<file path="config.mk">
export PLATFORM = sky130hd
export DESIGN_NAME = uart_tx_ctrl
export DESIGN_NICKNAME = d
export VERILOG_FILES = /design/src/rtl/uart_tx_ctrl_pkg.sv /design/src/rtl/uart_tx_ctrl_fifo.sv /design/src/rtl/uart_tx_ctrl.sv
export SDC_FILE = /design/constraint.sdc
export NUM_CORES = 1
export LEC_CHECK = 0
export BUFFER_PORTS_ARGS = -buffer_cell sky130_fd_sc_hd__buf_2
export CAP_MARGIN = 25
export CORE_AREA = 2 2 85 87
export DETAILED_ROUTE_END_ITERATION = 10
export DIE_AREA = 0 0 87 89
export HOLD_SLACK_MARGIN = 0.12
export PLACE_DENSITY = 0.82
export SYNTH_ARGS = -nofsm -noshare
export SYNTH_HDL_FRONTEND = slang
export SYNTH_SLANG_ARGS = --single-unit
</file>
<file path="constraint.sdc">
create_clock -name clk -period 2.2 [get_ports clk]
set_clock_uncertainty 0.05 [all_clocks]
set_input_delay 0.11 -clock clk [delete_from_list [all_inputs] [get_ports clk]]
set_output_delay 0.11 -clock clk [all_outputs]
set_load 0.03 [all_outputs]
</file>
<file path="src/rtl/uart_tx_ctrl_pkg.sv">
// Shared definitions for the uart_tx controller: FSM state encoding,
// status register bit positions, default register addresses and a
// helper that packs the status word.
package uart_tx_ctrl_pkg;

  typedef enum logic [1:0] {
    IDLE      = 2'd0,
    WAIT_BUSY = 2'd1,
    WAIT_DONE = 2'd2
  } tx_state_e;

  localparam int STAT_EMPTY   = 0;
  localparam int STAT_FULL    = 1;
  localparam int STAT_BUSY    = 2;
  localparam int STAT_ERR     = 3;
  localparam int STAT_CNT_LSB = 8;

  localparam logic [31:0] DEF_TX_ADDR     = 32'h2001;
  localparam logic [31:0] DEF_STATUS_ADDR = 32'h2002;

  // Status word layout: flags in the low nibble, FIFO count in bits [15:8].
  function automatic logic [31:0] pack_status(input logic       empty,
                                              input logic       full,
                                              input logic       busy,
                                              input logic       err,
                                              input logic [7:0] count);
    logic [31:0] s;
    s                       = '0;
    s[STAT_EMPTY]           = empty;
    s[STAT_FULL]            = full;
    s[STAT_BUSY]            = busy;
    s[STAT_ERR]             = err;
    s[STAT_CNT_LSB +: 8]    = count;
    return s;
  endfunction

endpackage

</file>
<file path="src/rtl/uart_tx_ctrl_fifo.sv">
// sync_fifo: single-clock FIFO with a registered occupancy count.
// Full/empty come from the count so that pointer equality is never
// ambiguous; pointers wrap naturally because DEPTH is a power of two.
module sync_fifo #(
  parameter int WIDTH = 8,
  parameter int DEPTH = 4,
  localparam int AW   = $clog2(DEPTH),
  localparam int CW   = AW + 1
) (
  input  logic             clk,
  input  logic             rst,
  input  logic             push,
  input  logic             pop,
  input  logic [WIDTH-1:0] din,
  output logic [WIDTH-1:0] head,
  output logic             full,
  output logic             empty,
  output logic [CW-1:0]    count
);

  logic [WIDTH-1:0] mem [DEPTH];
  logic [AW-1:0]    wr_ptr;
  logic [AW-1:0]    rd_ptr;
  logic             do_push;
  logic             do_pop;

  // Overflow/underflow requests are dropped here as a second line of defence.
  assign do_push = push && !full;
  assign do_pop  = pop && !empty;
  assign full    = (count == CW'(DEPTH));
  assign empty   = (count == '0);
  assign head    = mem[rd_ptr];

  // Storage array; written only on an accepted push.
  always_ff @(posedge clk) begin
    if (do_push) mem[wr_ptr] <= din;
  end

  // Pointers and count; a simultaneous push and pop leaves count unchanged.
  always_ff @(posedge clk or posedge rst) begin
    if (rst) begin
      wr_ptr <= '0;
      rd_ptr <= '0;
      count  <= '0;
    end else begin
      if (do_push) wr_ptr <= wr_ptr + AW'(1);
      if (do_pop)  rd_ptr <= rd_ptr + AW'(1);
      case ({do_push, do_pop})
        2'b10:   count <= count + CW'(1);
        2'b01:   count <= count - CW'(1);
        default: count <= count;
      endcase
    end
  end

endmodule

</file>
<file path="src/rtl/uart_tx_ctrl.sv">
// uart_tx_ctrl: memory-mapped front end for the uart_tx serializer.
// CPU byte writes to TX_ADDR are queued in a FIFO and drained into uart_tx;
// the CPU is stalled only while it writes TX_ADDR with the FIFO full.
// Optional drain-complete interrupt: define UART_TX_CTRL_IRQ_EN.
//
// Handshake with uart_tx: uart_start is a level request that rises with
// uart_data loaded; uart_tx acknowledges by dropping uart_ready, at which
// point uart_start is withdrawn; the byte is finished when uart_ready rises
// again. If uart_ready never drops within BUSY_TIMEOUT cycles the request is
// abandoned, the byte discarded and tx_err latched for software.
module uart_tx_ctrl
  import uart_tx_ctrl_pkg::*;
#(
  parameter int          DEPTH        = 4,
  parameter logic [31:0] TX_ADDR      = DEF_TX_ADDR,
  parameter logic [31:0] STATUS_ADDR  = DEF_STATUS_ADDR,
  parameter bit          SYNC_READY   = 1'b1,
  parameter int          BUSY_TIMEOUT = 64
) (
  input  logic        clk,
  input  logic        rst,
  input  logic [31:0] bus_addr,
  input  logic [31:0] bus_wdata,
  input  logic        bus_write,
  input  logic        bus_read,
  output logic [31:0] bus_rdata,
  output logic        stall,
  output logic [7:0]  uart_data,
  output logic        uart_start,
  input  logic        uart_ready,
  output logic        irq
);

  localparam int            CW       = $clog2(DEPTH) + 1;
  localparam int            TW       = $clog2(BUSY_TIMEOUT) + 1;
  localparam logic [TW-1:0] TMO_LAST = TW'(BUSY_TIMEOUT - 1);

  tx_state_e       state;
  tx_state_e       state_d;
  logic            ready_s;
  logic            fifo_full;
  logic            fifo_empty;
  logic [CW-1:0]   fifo_count;
  logic [7:0]      fifo_head;
  logic            push_req;
  logic            push;
  logic            pop;
  logic            status_rd;
  logic            start_d;
  logic [7:0]      data_d;
  logic [TW-1:0]   tmo_cnt;
  logic [TW-1:0]   tmo_d;
  logic            err_set;
  logic            tx_err;
  logic            unused_wdata;

  // Only the low byte of the write data is a character.
  assign unused_wdata = ^bus_wdata[31:8];

  // Bus decode: stall holds the CPU write until the FIFO has room.
  assign push_req  = bus_write && (bus_addr == TX_ADDR);
  assign push      = push_req && !fifo_full;
  assign stall     = push_req && fifo_full;
  assign status_rd = bus_read && (bus_addr == STATUS_ADDR);

  // Status read is combinational; any other read returns zero.
  assign bus_rdata = status_rd ? pack_status(fifo_empty, fifo_full, (state != IDLE),
                                             tx_err, 8'(fifo_count))
                               : '0;

  generate
    if (SYNC_READY) begin : g_sync
      logic [1:0] sync_ff;
      // Two-flop synchronizer for uart_ready coming from the uart_tx clock.
      always_ff @(posedge clk or posedge rst) begin
        if (rst) sync_ff <= 2'b00;
        else     sync_ff <= {sync_ff[0], uart_ready};
      end
      assign ready_s = sync_ff[1];
    end else begin : g_direct
      assign ready_s = uart_ready;
    end
  endgenerate

  sync_fifo #(
    .WIDTH (8),
    .DEPTH (DEPTH)
  ) u_fifo (
    .clk   (clk),
    .rst   (rst),
    .push  (push),
    .pop   (pop),
    .din   (bus_wdata[7:0]),
    .head  (fifo_head),
    .full  (fifo_full),
    .empty (fifo_empty),
    .count (fifo_count)
  );

  // Next-state, start/data and timeout-counter decisions for the drain FSM.
  always_comb begin
    state_d = state;
    pop     = 1'b0;
    start_d = uart_start;
    data_d  = uart_data;
    tmo_d   = tmo_cnt;
    err_set = 1'b0;
    unique case (state)
      IDLE: begin
        if (!fifo_empty && ready_s) begin
          pop     = 1'b1;
          data_d  = fifo_head;
          start_d = 1'b1;
          tmo_d   = '0;
          state_d = WAIT_BUSY;
        end
      end
      WAIT_BUSY: begin
        if (!ready_s) begin
          start_d = 1'b0;
          state_d = WAIT_DONE;
        end else if (tmo_cnt == TMO_LAST) begin
          start_d = 1'b0;
          err_set = 1'b1;
          state_d = IDLE;
        end else begin
          tmo_d = tmo_cnt + TW'(1);
        end
      end
      WAIT_DONE: begin
        if (ready_s) state_d = IDLE;
      end
      default: state_d = IDLE;
    endcase
  end

  // FSM state, uart outputs, timeout counter and sticky error flag.
  always_ff @(posedge clk or posedge rst) begin
    if (rst) begin
      state      <= IDLE;
      uart_start <= 1'b0;
      uart_data  <= '0;
      tmo_cnt    <= '0;
      tx_err     <= 1'b0;
    end else begin
      state      <= state_d;
      uart_start <= start_d;
      uart_data  <= data_d;
      tmo_cnt    <= tmo_d;
      if (err_set)        tx_err <= 1'b1;
      else if (status_rd) tx_err <= 1'b0;
    end
  end

`ifdef UART_TX_CTRL_IRQ_EN
  // One-cycle pulse when the last queued byte has finished on the line.
  always_ff @(posedge clk or posedge rst) begin
    if (rst) irq <= 1'b0;
    else     irq <= (state == WAIT_DONE) && (state_d == IDLE) && fifo_empty;
  end
`else
  assign irq = 1'b0;
`endif

endmodule

</file>
==> reports/metrics.yaml <==
clock_network:
  cts_buffers: 9
  root_buffer: "clkbuf_8"
  h-tree-depth: 3
  cts_tree: "done"
  clkTransAtPathRegs_ps: 70
  clk_path_buf_depth: 2
  insertion_delay_ps: 350
  numClockSinks: 60
drt:
  wl_met2_mm: 2.873
  dr_wl_met3_um: 276
  vias: 1857
  met1_length_mm: 2.037
  wl_mm: 5.248
  detail_route.vias_per_cell: 4.762
  drtIter0Drc: 49
  drc: 0
  ant_nets: 0
  dr.pass1.iters: 4
  top_layer: "met4"
  wl_per_cell_um: 13.46
grt:
  grt_pass1_wl_mm: 8.769
  grt_pass1_vias: 1972
  antenna_found_initial: 0
  grt_overflow: 0
  gr-usage-all-layers_pct: 15.23
  grt_max_degree: 29
place:
  place.gp.congestion: 0.7421
  hpwl_mm: 3.808
  port_buffers: 61
synthesis:
  seq_area_frac_synth_pct: 57.02
  synth_area_mm2: 0.002914
  yosysWarnings: 0
  synth-edff-count: 32
  async_flop_share_pct: 46.67
  syn_avg_cell_area_um2: 13.37
  synth_cell_types: 45
  ys_ff_latch: 60
  netlist_instances: 218
  ys.flop_type: "edfxtp_1"
floorplan:
  dieHeight_um: 89
  ios: 112
  die_w_um: 87
  num_rows: 30
  dieArea_mm2: 0.007743
  core_area_mm2: 0.006719
  start_util_pct: 43.37
critical_path:
  worstPathMaxFanout: 3
  timing.setup.critical_path_class: "register to register"
  worstPathArrival_ps: 2290
  required_ps: 2420
  end_kind: "register"
  critPathLaunchType: "register"
worst_hold_path:
  min_path_type: "input port to register"
sta:
  setup_tns_ps: 0
  worstMarginPinSlew_ps: 579.6
  fin_crit_sh_pct: 94.09
  slew-limit-headroom_pct: 61.36
  max_freq_ghz: 0.4831
  final_max_slew_viol_count: 0
  rsz0062_at_grt: "false"
  setup_viol: 0
  hold_viol: 0
  period_needed_ps: 2070
pwr:
  p_leak_nw: 1.596
  irDropWorstVdd_uv: 743.3
  power.total_mw: 3.628
  power_density_mw_per_mm2: 1014
run_status:
  status: "finished, final reports clean"
cells_and_area:
  diodes: 0
  drive_gt1_share_pct: 37.10
  fin_nets: 381
  synthToLayoutAreaGrowth_pct: 22.80
flow_run:
  maxCapViolCount: 0
## synthesized netlist by cell type (5+ instances only)
master | n | area, µm²
nor4_2 | 5 | 62.56
edfxtp_1 | 32 | 960.9
ha_1 | 6 | 75.07
mux4_2 | 8 | 180.2
inv_1 | 10 | 37.54
a21oi_1 | 5 | 25.02
nand2_1 | 34 | 127.6
dfrtp_1 | 28 | 700.7
nor2_1 | 7 | 26.28
buf_4 | 26 | 195.2
and2_1 | 5 | 31.28
## per-layer routing
layer / up-vias / global-route usage, %
met5: - / 0
met4: 0 / 4.830
met3: 8 / 6.002
met2: 53 / 28.45
met1: 904 / 15.60
li1: 892 / -
## what timing repair did
item	in CTS	in global routing
endpoints found under the setup margin	0	1
endpoints found under the hold margin	62	0
buffers inserted	0	2
resized for setup	0	5
hold buffers	11	0
## logic make-up (layout without fill, tap and decap cells)
| logic type | Yosys count | after routing | synth area share, % |
|---|---|---|---|
| and+or+nand+nor | 76 | 76 | 17.13 |
| DFF | 60 | 60 | 57.02 |
| muxes | 13 | 13 | 7.943 |
| xor gates and xnor gates | 6 | 6 | 1.803 |
| AOI/OAI and AO/OA | 15 | 15 | 4.122 |
| adders and majority gates | 7 | 7 | 3.263 |
| other | 1 | 26 | 0.1287 |
| buffers and inverters | 40 | 107 | 8.587 |
## final timing paths
path,startpoint,to,slack [ps],depth (start not counted)
worst max-delay path,u_fifo.count[1],u_fifo.count[2],130,10
worst min-delay path,bus_read,tx_err,150,4
worst max register to register,u_fifo.count[1],u_fifo.count[2],130,10
worst min register to register,g_sync.sync_ff[0],g_sync.sync_ff[1],300,0
max in group asynchronous,rst,uart_data[3],1510,4
min in group asynchronous,rst,g_sync.sync_ff[0],330,4
## critical path: stages (launching register included)
cell     delay [ps]
dfrtp_1         380
or3b_4          430
nand2_4          80
nor3_4           40
inv_1            60
ha_2            170
inv_1            50
fa_2            330
xor2_1          140
nor2_1          120
xor2_1          140
## placed cells by master, fill, tap and decap left out, types with 2 or more instances in the layout
cell,count
buf_2,61
nand2_1,33
edfxtp_1,32
dfrtp_1,28
conb_1,26
dlygate4sd3_1,11
inv_1,10
clkbuf_8,10
buf_4,9
mux4_2,8
nor2_1,7
a21oi_1,5
nor4_2,5
and2_1,5
ha_1,5
mux2i_1,4
xnor2_1,4
nand3_1,3
nor2b_1,3
and2_2,3
or3_1,2
nand2b_1,2
xor2_1,2
nor4_4,2
o21ai_0,2
inv_6,2
clkinv_4,2
## power breakdown
part | total, mW | switching, mW | internal [mW]
combinational | 1.20 | 0.685 | 0.517
sequential | 1.52 | 0.172 | 1.35
clock | 0.904 | 0.456 | 0.448
total | 3.63 | 1.31 | 2.32
## area by class of cell
class | instances | area (µm²)
fillers | 553 | 3141
flip-flops and latches | 60 | 1662
multi-input cells | 143 | 1111
repair buffers | 81 | 483.0
clock buffers | 10 | 137.6
well taps | 80 | 100.1
clock inverters | 6 | 47.55
inverters | 10 | 37.54
## flip-flops by register name, summed over array words and instances (netlist names)
| signal | count |
|---|---|
| state | 2 |
| uart_data | 8 |
| tmo_cnt | 7 |
| g_sync.sync_ff | 2 |
| u_fifo.count | 3 |
| uart_start | 1 |
| u_fifo.wr_ptr | 2 |
| u_fifo.rd_ptr | 2 |
| tx_err | 1 |
| u_fifo.mem | 32 |
## stage by stage
| stage | worst slack [ps] | hold WS (ps) | utilization [%] | cell area [µm²] | cells |
|---|---|---|---|---|---|
| after global routing | 21.70 | 166.6 | 53.26 | 3578 | 390 |
| after floorplan | 42.82 | 91.43 | - | 3009 | 243 |
| after CTS | 11.82 | 145.8 | 52.81 | 3548 | 388 |
| after global placement | 100.4 | 142.4 | 48.42 | 3253 | 361 |
| after detailed placement | 26.17 | 147.2 | 48.42 | 3253 | 361 |
| final | 130.0 | 153.5 | 53.26 | 3578 | 390 |
No activity file was read; power rests on OpenSTA's default activity.
